==> src/rtl/arcade_input_pkg.sv <==
// Shared constants for the arcade player-input conditioner: PS/2 scan codes,
// joystick bit positions, key-state record and coin sequencer states.
package arcade_input_pkg;

    // Scan codes matched regardless of the extended flag
    localparam logic [7:0] SC_UP     = 8'h75;
    localparam logic [7:0] SC_DOWN   = 8'h72;
    localparam logic [7:0] SC_LEFT   = 8'h6B;
    localparam logic [7:0] SC_RIGHT  = 8'h74;
    localparam logic [7:0] SC_FIRE1  = 8'h14;
    localparam logic [7:0] SC_FIRE2  = 8'h11;
    // Scan codes that only match with the extended flag clear
    localparam logic [7:0] SC_FIRE3  = 8'h29;
    localparam logic [7:0] SC_START1 = 8'h05;
    localparam logic [7:0] SC_START2 = 8'h06;

    localparam int unsigned JOY_RIGHT  = 0;
    localparam int unsigned JOY_LEFT   = 1;
    localparam int unsigned JOY_DOWN   = 2;
    localparam int unsigned JOY_UP     = 3;
    localparam int unsigned JOY_FIRE1  = 4;
    localparam int unsigned JOY_FIRE2  = 5;
    localparam int unsigned JOY_FIRE3  = 6;
    localparam int unsigned JOY_START1 = 7;
    localparam int unsigned JOY_START2 = 8;

    typedef struct packed {
        logic up;
        logic down;
        logic left;
        logic right;
        logic fire1;
        logic fire2;
        logic fire3;
        logic start1;
        logic start2;
    } keys_t;

    typedef enum logic [1:0] {
        ST_IDLE,
        ST_COIN,
        ST_GAP,
        ST_ARMED
    } coin_state_t;

endpackage

==> src/rtl/arcade_coin_seq.sv <==
// Start-to-coin sequencer: a start press yields a COIN_PULSE-cycle coin, a
// START_DELAY-cycle masked gap, then the start requests pass through.
module arcade_coin_seq
    import arcade_input_pkg::*;
#(
    parameter int unsigned COIN_PULSE  = 1_200_000,
    parameter int unsigned START_DELAY = 2_400_000
) (
    input  logic clk_sys,
    input  logic reset,
    input  logic start1_req_i,
    input  logic start2_req_i,
    output logic coin_o,
    output logic one_player_o,
    output logic two_players_o
);

    localparam int unsigned CNT_MAX = (COIN_PULSE > START_DELAY) ? COIN_PULSE : START_DELAY;
    localparam int unsigned CNT_W   = $clog2(CNT_MAX + 1);
    localparam logic [CNT_W-1:0] COIN_LOAD  = CNT_W'(COIN_PULSE - 1);
    localparam logic [CNT_W-1:0] DELAY_LOAD = CNT_W'(START_DELAY - 1);

    coin_state_t      state_q, state_d;
    logic [CNT_W-1:0] cnt_q, cnt_d;
    logic             start_prev_q;
    logic             coin_q, coin_d;
    logic             one_q, one_d;
    logic             two_q, two_d;
    logic             start_any;
    logic             start_rise;

    assign start_any  = start1_req_i | start2_req_i;
    assign start_rise = start_any & ~start_prev_q;

    always_comb begin
        state_d = state_q;
        cnt_d   = cnt_q;
        coin_d  = 1'b0;
        one_d   = 1'b0;
        two_d   = 1'b0;
        unique case (state_q)
            ST_IDLE: begin
                if (start_rise) begin
                    cnt_d   = COIN_LOAD;
                    state_d = ST_COIN;
                end
            end
            ST_COIN: begin
                coin_d = 1'b1;
                if (cnt_q == '0) begin
                    cnt_d   = DELAY_LOAD;
                    state_d = ST_GAP;
                end else begin
                    cnt_d = cnt_q - CNT_W'(1);
                end
            end
            ST_GAP: begin
                if (cnt_q == '0) begin
                    state_d = ST_ARMED;
                end else begin
                    cnt_d = cnt_q - CNT_W'(1);
                end
            end
            ST_ARMED: begin
                one_d = start1_req_i;
                two_d = start2_req_i;
                if (!start_any) begin
                    state_d = ST_IDLE;
                end
            end
            default: state_d = ST_IDLE;
        endcase
    end

    // Previous start resets high so a start held through reset is not a press
    always_ff @(posedge clk_sys) begin
        if (reset) begin
            state_q      <= ST_IDLE;
            cnt_q        <= '0;
            start_prev_q <= 1'b1;
            coin_q       <= 1'b0;
            one_q        <= 1'b0;
            two_q        <= 1'b0;
        end else begin
            state_q      <= state_d;
            cnt_q        <= cnt_d;
            start_prev_q <= start_any;
            coin_q       <= coin_d;
            one_q        <= one_d;
            two_q        <= two_d;
        end
    end

    assign coin_o        = coin_q;
    assign one_player_o  = one_q;
    assign two_players_o = two_q;

endmodule

==> src/rtl/arcade_input_ctrl.sv <==
// Player-input conditioner: PS/2 key decode merged with two joysticks into
// registered game buttons plus coin/start sequencing. Optional INPUT_SOCD_EN.
module arcade_input_ctrl
    import arcade_input_pkg::*;
#(
    parameter int unsigned COIN_PULSE  = 1_200_000,
    parameter int unsigned START_DELAY = 2_400_000
) (
    input  logic        clk_sys,
    input  logic        reset,
    input  logic [10:0] ps2_key,
    input  logic [15:0] joystick_0,
    input  logic [15:0] joystick_1,
    output logic        btn_right,
    output logic        btn_left,
    output logic        btn_down,
    output logic        btn_up,
    output logic        btn_fire1,
    output logic        btn_fire2,
    output logic        btn_fire3,
    output logic        btn_coin,
    output logic        btn_one_player,
    output logic        btn_two_players
);

    logic       old_toggle_q;
    keys_t      keys_q, keys_d;
    logic       pressed;
    logic       ext;
    logic [7:0] code;

    assign pressed = ps2_key[9];
    assign ext     = ps2_key[8];
    assign code    = ps2_key[7:0];

    always_comb begin
        keys_d = keys_q;
        if (ps2_key[10] != old_toggle_q) begin
            case (code)
                SC_UP:     keys_d.up    = pressed;
                SC_DOWN:   keys_d.down  = pressed;
                SC_LEFT:   keys_d.left  = pressed;
                SC_RIGHT:  keys_d.right = pressed;
                SC_FIRE1:  keys_d.fire1 = pressed;
                SC_FIRE2:  keys_d.fire2 = pressed;
                SC_FIRE3:  if (!ext) keys_d.fire3  = pressed;
                SC_START1: if (!ext) keys_d.start1 = pressed;
                SC_START2: if (!ext) keys_d.start2 = pressed;
                default: ;
            endcase
        end
    end

    logic req_up, req_down, req_left, req_right;
    logic req_fire1, req_fire2, req_fire3, req_start1, req_start2;

    assign req_up     = keys_q.up     | joystick_0[JOY_UP]     | joystick_1[JOY_UP];
    assign req_down   = keys_q.down   | joystick_0[JOY_DOWN]   | joystick_1[JOY_DOWN];
    assign req_left   = keys_q.left   | joystick_0[JOY_LEFT]   | joystick_1[JOY_LEFT];
    assign req_right  = keys_q.right  | joystick_0[JOY_RIGHT]  | joystick_1[JOY_RIGHT];
    assign req_fire1  = keys_q.fire1  | joystick_0[JOY_FIRE1]  | joystick_1[JOY_FIRE1];
    assign req_fire2  = keys_q.fire2  | joystick_0[JOY_FIRE2]  | joystick_1[JOY_FIRE2];
    assign req_fire3  = keys_q.fire3  | joystick_0[JOY_FIRE3]  | joystick_1[JOY_FIRE3];
    assign req_start1 = keys_q.start1 | joystick_0[JOY_START1] | joystick_1[JOY_START1];
    assign req_start2 = keys_q.start2 | joystick_0[JOY_START2] | joystick_1[JOY_START2];

    logic unused_joy;
    assign unused_joy = ^{joystick_0[15:9], joystick_1[15:9]};

    logic dir_up_d, dir_down_d, dir_left_d, dir_right_d;

`ifdef INPUT_SOCD_EN
    // Opposing directions cancel to neutral
    assign dir_up_d    = req_up    & ~req_down;
    assign dir_down_d  = req_down  & ~req_up;
    assign dir_left_d  = req_left  & ~req_right;
    assign dir_right_d = req_right & ~req_left;
`else
    assign dir_up_d    = req_up;
    assign dir_down_d  = req_down;
    assign dir_left_d  = req_left;
    assign dir_right_d = req_right;
`endif

    logic up_q, down_q, left_q, right_q, fire1_q, fire2_q, fire3_q;

    always_ff @(posedge clk_sys) begin
        if (reset) begin
            old_toggle_q <= 1'b0;
            keys_q       <= '0;
            up_q         <= 1'b0;
            down_q       <= 1'b0;
            left_q       <= 1'b0;
            right_q      <= 1'b0;
            fire1_q      <= 1'b0;
            fire2_q      <= 1'b0;
            fire3_q      <= 1'b0;
        end else begin
            old_toggle_q <= ps2_key[10];
            keys_q       <= keys_d;
            up_q         <= dir_up_d;
            down_q       <= dir_down_d;
            left_q       <= dir_left_d;
            right_q      <= dir_right_d;
            fire1_q      <= req_fire1;
            fire2_q      <= req_fire2;
            fire3_q      <= req_fire3;
        end
    end

    arcade_coin_seq #(
        .COIN_PULSE  (COIN_PULSE),
        .START_DELAY (START_DELAY)
    ) u_coin_seq (
        .clk_sys       (clk_sys),
        .reset         (reset),
        .start1_req_i  (req_start1),
        .start2_req_i  (req_start2),
        .coin_o        (btn_coin),
        .one_player_o  (btn_one_player),
        .two_players_o (btn_two_players)
    );

    assign btn_up    = up_q;
    assign btn_down  = down_q;
    assign btn_left  = left_q;
    assign btn_right = right_q;
    assign btn_fire1 = fire1_q;
    assign btn_fire2 = fire2_q;
    assign btn_fire3 = fire3_q;

endmodule

==> config.mk <==
export PLATFORM = sky130hd
export DESIGN_NAME = arcade_input_ctrl
export DESIGN_NICKNAME = d
export VERILOG_FILES = /design/src/rtl/arcade_input_pkg.sv /design/src/rtl/arcade_coin_seq.sv /design/src/rtl/arcade_input_ctrl.sv
export SDC_FILE = /design/constraint.sdc
export NUM_CORES = 1
export LEC_CHECK = 0
export ABC_CLOCK_PERIOD_IN_PS = 2300
export BUFFER_PORTS_ARGS = -buffer_cell sky130_fd_sc_hd__buf_4
export CAP_MARGIN = 40
export CORE_MARGIN = 5
export CORE_UTILIZATION = 45
export CTS_CLUSTER_SIZE = 8
export DETAILED_ROUTE_END_ITERATION = 8
export PLACE_DENSITY = 0.73
export SYNTH_ARGS = -nofsm -noshare
export SYNTH_HDL_FRONTEND = slang
export SYNTH_SLANG_ARGS = --single-unit
export TNS_END_PERCENT = 20
==> constraint.sdc <==
create_clock -name clk_sys -period 2.3 [get_ports clk_sys]
set_input_delay 0.23 -clock clk_sys [delete_from_list [all_inputs] [get_ports clk_sys]]
set_output_delay 0.23 -clock clk_sys [all_outputs]
set_load 0.01 [all_outputs]
==> impl_metrics.env, run 1 <==
export IMPL_outcome="completed"
export IMPL_synthSimpleGateAreaFrac_pct=34.2
export IMPL_critPathBufInv=1
export IMPL_slowest_delay_ns=0.57
export IMPL_synth_flop_cell="dfxtp_1"
export IMPL_worst_setup_path_start_kind="flop"
export IMPL_fillers=485
export IMPL_place_congestion=0.873
export IMPL_port_buffer_count=40
export IMPL_fin_nets=423
export IMPL_wl_per_cell_um=13.6
export IMPL_drcViolationCount=0
export IMPL_std_cell_rows=26
export IMPL_path_max_fanout=4
export IMPL_critPathCaptureType="flop"
export IMPL_ant_nets=0
export IMPL_drive_gt1_share_pct=26.3
export IMPL_cp_depth=7
export IMPL_synth_adder_area_share_pct=3.16
export IMPL_grt_overflow_total=0
export IMPL_grt_max_degree=48
export IMPL_cts_tree="done"
export IMPL_yosysUniqueCellTypes=51
export IMPL_root_buffer="clkbuf_8"
export IMPL_htreeDepth=2
export IMPL_tightest_slew_ns=0.504
export IMPL_yosys_warnings=0
export IMPL_final_setup_viol_count=0
export IMPL_clk_path_buf_depth=2
export IMPL_multiInputGateArea_mm2=0.00140
export IMPL_fin_tns_setup_ns=0
export IMPL_core_area_mm2=0.00511
export IMPL_routed_via_count=2435
export IMPL_ys_ff_latch=45
export IMPL_top_regs="u_coin_seq.cnt_q x22, keys_q x9, u_coin_seq.state_q x2"
export IMPL_first_global_vias=2364
export IMPL_fin_crit_sh_pct=98.0
export IMPL_synth_edf_count=0
export IMPL_wirelength_um=6030
export IMPL_fin_crit_ns=2.25
export IMPL_crit_start="u_coin_seq.cnt_q[13]$_SDFFE_PP0P_"
export IMPL_drt_initial_drc_count=127
export IMPL_maxSlewHeadroom_pct=66.1
export IMPL_hold_path_depth=3
export IMPL_antenna_found_initial=0
export IMPL_crit_end="u_coin_seq.state_q[1]$_SDFFE_PP0P_"
export IMPL_max_freq_ghz=0.444
export IMPL_final_seq_area_um2=902
export IMPL_crit_chain="nor4_4 > nand3_1 > or4_4 > a222oi_1 > buf_4 > mux2i_1 > nor2_1"
export IMPL_arrival_ns=2.44
export IMPL_dpl_hpwl_um=4450
export IMPL_hold_violations=0
export IMPL_crit_type="reg2reg"
export IMPL_crit_slowest_cell="or4_4"
export IMPL_die_y_um=82.6
export IMPL_irDropWorstVdd_uv=696
export IMPL_synthCells=304
export IMPL_clk_latency_ns=0.30
export IMPL_r2r_cells=7
export IMPL_antenna_diode_count=0
export IMPL_initial_utilization_pct=46.5
export IMPL_fin_skew_ns=0.00980
export IMPL_largest_register_ffs=22
export IMPL_p_total_w=0.00426
export IMPL_grt_first_pass_wirelength_um=10300
export IMPL_hold_path_class="in2reg"
export IMPL_cts_buffers_inserted=5
export IMPL_syn_avg_cell_area_um2=7.81
export IMPL_synthesis_area_mm2=0.00237
export IMPL_synth_compound_area_share_pct=16.4
export IMPL_routed_via_density=5.50
export IMPL_die_w_um=82.6
export IMPL_final_max_slew_viol_count=0
export IMPL_ys_seq_area_share_pct=38.0
export IMPL_regToRegStartpoint="u_coin_seq.cnt_q[13]$_SDFFE_PP0P_"
export IMPL_crit_family="simple AND/OR/NAND/NOR gates"
export IMPL_synthArstFlopShare_pct=0
export IMPL_syn_nets=355
export IMPL_cp_required_ns=2.48
export IMPL_synth_xor_area_share_pct=1.11
export IMPL_top_register="u_coin_seq.cnt_q"
export IMPL_area_delta_synth_final_pct=30.3
export IMPL_p_leak_nw=1.32
export IMPL_crit_reg2reg_capture="u_coin_seq.state_q[1]$_SDFFE_PP0P_"
export IMPL_ios=55
export IMPL_rsz0062_at_grt="yes"
export IMPL_clk_transition_reported_paths_ns=0.09
export IMPL_dieArea_mm2=0.00683
export IMPL_first_pass_iters=4
export IMPL_p_per_area_mw_per_mm2=1380
export IMPL_synth_mux_area_share_pct=2.95
export IMPL_reg2reg_slack_ns=0.05
export IMPL_cap_viol_max_count=0
export IMPL_track_usage_pct=19.2
export IMPL_cts_sinks=45
export IMPL_synth_top_family_by_area="simple AND/OR/NAND/NOR gates"
-- cells in the final DEF (no fill, tap or decap), types with 7 or more instances in the layout --
cell type / n
inv_1: 8
nand2_1: 21
o21ai_0: 9
dfxtp_1: 44
nor2_1: 53
buf_4: 76
a21oi_1: 24
mux2i_1: 7
nor4_1: 8
nand3_1: 9
nor3_1: 26
-- cells in the mapped netlist (3+ instances only) --
master    count  area, um^2
nor4_1        9        56.3
inv_1         8        30.0
or2_2         4        25.0
o21ai_0       9        45.0
nand2_1      21        78.8
nand4_1       5        31.3
clkbuf_1     12        45.0
nand2b_1      6        37.5
o22ai_1       4        25.0
nor3_1       26         130
a21o_1        3        22.5
o41ai_1       3        26.3
nor2_1       53         199
or4_1         6        45.0
ha_1          6        75.1
mux2i_1       7        70.1
and3_1        3        18.8
nor3b_1       3        22.5
dfxtp_1      45         901
nand3_1       9        45.0
a21oi_1      24         120
-- worst min-delay path by stage --
stage	startpoint	endpoint	slack [ns]
6_report	joystick_1[5]	btn_fire2$_SDFF_PP0_	0.13
5_1_grt	joystick_0[3]	btn_up$_SDFF_PP0_	0.12
4_1_cts	joystick_1[6]	btn_fire3$_SDFF_PP0_	0.12
3_5_place_dp	joystick_1[6]	btn_fire3$_SDFF_PP0_	0.45
3_3_place_gp	joystick_1[4]	btn_fire1$_SDFF_PP0_	0.44
2_1_floorplan	joystick_1[2]	btn_down$_SDFF_PP0_	0.35
-- worst reg2reg max path, cell delays in order, from the launching register on --
cell and delay, ns:
dfxtp_2 0.34, nor4_4 0.37, nand3_1 0.15, or4_4 0.57, a222oi_1 0.29, buf_4 0.18
mux2i_1 0.19, nor2_1 0.05
-- where the power goes --
part           total, W  leakage (nW)  switching (W)  internal, W
sequential      0.00106         0.368       0.000133     0.000926
clock          0.000532        0.0518       0.000283     0.000250
combinational   0.00267         0.901        0.00144      0.00123
total           0.00426          1.32        0.00185      0.00241
-- timing repair --
action                                  in CTS  in global routing
gates resized for setup                      1                  5
hold buffers                                 0                  0
pin swaps                                    0                  1
setup buffers                                0                  1
endpoints found under the setup margin       1                 14
-- cells by family (layout without fill, tap and decap cells) --
family,count (synthesis),in the layout
buffers and inverters,23,92
multiplexers,7,7
AO/OA/AOI/OAI,62,62
adder cells (fa/ha/maj),6,6
XOR/XNOR,3,3
AND/OR/NAND/NOR,158,158
flip-flops,45,45
-- through the flow --
stage	cells	setup WS (ns)	hold WS [ns]	util, %	cell area [um^2]
floorplan	304	0.0500	0.350	-	2370
global placement	434	0.0392	0.436	57.9	2960
detailed placement	434	-0.00432	0.446	57.9	2960
CTS	442	0.0530	0.123	60.0	3060
global route	443	-0.0746	0.123	60.6	3090
finish	443	0.0455	0.127	60.6	3090
-- layout make-up --
class	count	area share, %
Clock buffer	6	2.67
Timing Repair Buffer	76	18.4
Inverter	8	0.971
Sequential cell	45	29.2
Tap cell	70	2.83
Clock inverter	2	0.566
Multi-Input combinational cell	236	45.3
-- metal layers --
metal	GRT usage (%)	share of wire (%)
met1	24.2	45
met2	31.5	47
met3	4.66	6.0
met5	0	0
met4	7.52	2.1
Power figures use the tool's default switching activity.
==> run 2: changes to the inputs <==
- CORE_MARGIN: 5 -> 2
- SLEW_MARGIN: not set -> 10
==> run 2 against run 1 <==
Against the previous run: the run now ends with setup timing left; fmax is 4.9% lower; utilization is 0.69 points higher; sequential cell count stayed put; sequential power hardly changed; register-to-register slack worse by 0.12 ns; first-iteration DRC count is 46% higher; critical path depth stayed put; combinational power is 4% higher; routed wire length is 1.6% lower; non-clock buffer count is 1 higher; sequential share of layout area is 0.25 points lower; clock skew is 0.0017 ns higher.
==> impl_metrics.env, run 2 (same netlist as run 1, synthesis figures left out) <==
export IMPL_outcome="finished with violations"
export IMPL_violations="setup timing"
export IMPL_initial_utilization_pct=46.5
export IMPL_ant_nets=0
export IMPL_cap_viol_max_count=0
export IMPL_arrival_ns=2.55
export IMPL_cts_sinks=45
export IMPL_first_pass_iters=4
export IMPL_antenna_found_initial=0
export IMPL_grt_max_degree=48
export IMPL_ios=55
export IMPL_cp_required_ns=2.48
export IMPL_grt_first_pass_wirelength_um=10200
export IMPL_area_delta_synth_final_pct=31.8
export IMPL_fin_crit_ns=2.37
export IMPL_core_area_mm2=0.00511
export IMPL_switching_share_pct=42.9
export IMPL_clk_transition_reported_paths_ns=0.09
export IMPL_port_buffer_count=40
export IMPL_routed_via_count=2452
export IMPL_fin_skew_ns=0.0115
export IMPL_wl_per_cell_um=13.4
export IMPL_top_regs="u_coin_seq.cnt_q x22, keys_q x9, u_coin_seq.state_q x2"
export IMPL_final_setup_viol_count=2
export IMPL_p_comb_share_pct=63.7
export IMPL_top_register="u_coin_seq.cnt_q"
export IMPL_instances_no_fill=444
export IMPL_max_freq_ghz=0.422
export IMPL_clk_path_buf_depth=2
export IMPL_fin_ws_ns=-0.0698
export IMPL_place_congestion=0.943
export IMPL_routed_via_density=5.52
export IMPL_hold_path_class="in2reg"
export IMPL_irDropWorstVdd_uv=599
export IMPL_drt_initial_drc_count=185
export IMPL_dp_cells=432
export IMPL_tightest_slew_ns=0.484
export IMPL_fin_nets=424
export IMPL_wirelength_um=5930
export IMPL_first_global_vias=2277
export IMPL_fin_crit_sh_pct=103
export IMPL_root_buffer="clkbuf_8"
export IMPL_p_int_w=0.00250
export IMPL_grt_overflow_total=0
export IMPL_antenna_diode_count=0
export IMPL_htreeDepth=2
export IMPL_most_common_layout_cells="buf_4, nor2_1, dfxtp_1"
export IMPL_dpl_hpwl_um=4310
export IMPL_seq_power_share_pct=24.3
export IMPL_std_cell_rows=26
export IMPL_drive_gt1_share_pct=28.1
export IMPL_drcViolationCount=0
export IMPL_die_y_um=76.6
export IMPL_crit_type="reg2reg"
export IMPL_path_max_fanout=4
export IMPL_rsz0062_at_grt="yes"
export IMPL_final_common_cell="buf_4"
export IMPL_worst_setup_path_start_kind="flop"
export IMPL_track_usage_pct=20.9
export IMPL_die_w_um=76.6
export IMPL_p_per_area_mw_per_mm2=1400
export IMPL_clk_latency_ns=0.30
export IMPL_final_max_slew_viol_count=0
export IMPL_maxSlewHeadroom_pct=67.4
export IMPL_cts_hold_buffers=0
export IMPL_critPathCaptureType="flop"
export IMPL_switching_power_w=0.00188
export IMPL_cts_tree="done"
export IMPL_hold_violations=0
export IMPL_p_leak_nw=1.33
export IMPL_cts_buffers_inserted=5
export IMPL_hold_ws_ns=0.130
export IMPL_clkPwrFrac_pct=12.0
export IMPL_largest_register_ffs=22
export IMPL_dieArea_mm2=0.00587
export IMPL_fin_tns_setup_ns=-0.111
-- run 2: cell types whose count changed in the layout (fill, tap and decap cells not counted), sizes merged --
cell,previous run,this run
clkinv,1,0
clkinvlp,0,1
buf,76,77
-- run 2: timing repair --
| action | 4_1_cts | 5_1_grt |
|---|---|---|
| pin swaps | 0 | 6 |
| endpoints found under the setup margin | 1 | 15 |
| setup buffers | 0 | 4 |
| resized for setup | 1 | 11 |
-- run 2: cell type report --
type / count / area [um^2]
inverters: 8 / 30.0
well taps: 70 / 87.6
clock buffers: 6 / 82.6
clock inverters: 2 / 16.3
flip-flops and latches: 45 / 905
multi-input cells: 236 / 1420
fillers: 452 / 1980
repair buffers: 77 / 591
-- run 2: final timing paths --
path                                     startpoint                                 to  slack (ns)  depth (start not counted)
setup / recovery  u_coin_seq.cnt_q[13]$_SDFFE_PP0P_  u_coin_seq.cnt_q[15]$_SDFFE_PP0P_       -0.07                          7
hold / removal                        joystick_1[4]               btn_fire1$_SDFF_PP0_        0.13                          3
setup reg to reg  u_coin_seq.cnt_q[13]$_SDFFE_PP0P_  u_coin_seq.cnt_q[15]$_SDFFE_PP0P_       -0.07                          7
hold reg to reg              keys_q[7]$_SDFFE_PP0P_             keys_q[7]$_SDFFE_PP0P_        0.46                          2
-- run 2: stage by stage --
step	power (W)	utilization (%)	setup WS [ns]	cell area [um^2]
3_5_place_dp	0.00356	57.6	-0.0222	2940
6_report	0.00438	61.2	-0.0698	3130
2_1_floorplan	0.00264	-	0.0500	2370
3_3_place_gp	0.00352	57.6	0.0688	2940
4_1_cts	0.00411	59.7	0.00212	3050
5_1_grt	0.00475	61.2	-0.167	3130
-- run 2: routing by layer --
metal | global-route usage (%) | vias to the layer above | share of wire (%)
met2 | 35.1 | 69 | 48
met4 | 7.09 | 0 | 1.2
li1 | - | 1244 | -
met3 | 3.67 | 8 | 4.8
met1 | 27.1 | 1131 | 46
met5 | 0 | - | 0
-- run 2: critical path, stage by stage, from the launching register on --
cell	delay, ns
dfxtp_2	0.34
nor4_4	0.35
nand3_1	0.16
or4_4	0.54
buf_4	0.16
or2_2	0.26
a21boi_0	0.13
o41ai_1	0.32
-- run 2: power by group through the flow --
| stage | Sequential, W | Clock (W) | Combinational, W |
|---|---|---|---|
| floorplan | 0.00108 | 0 | 0.00156 |
| global placement | 0.00107 | 0 | 0.00245 |
| detailed placement | 0.00107 | 0 | 0.00249 |
| CTS | 0.00106 | 0.000535 | 0.00251 |
| global route | 0.00109 | 0.000573 | 0.00309 |
| finish | 0.00106 | 0.000527 | 0.00279 |
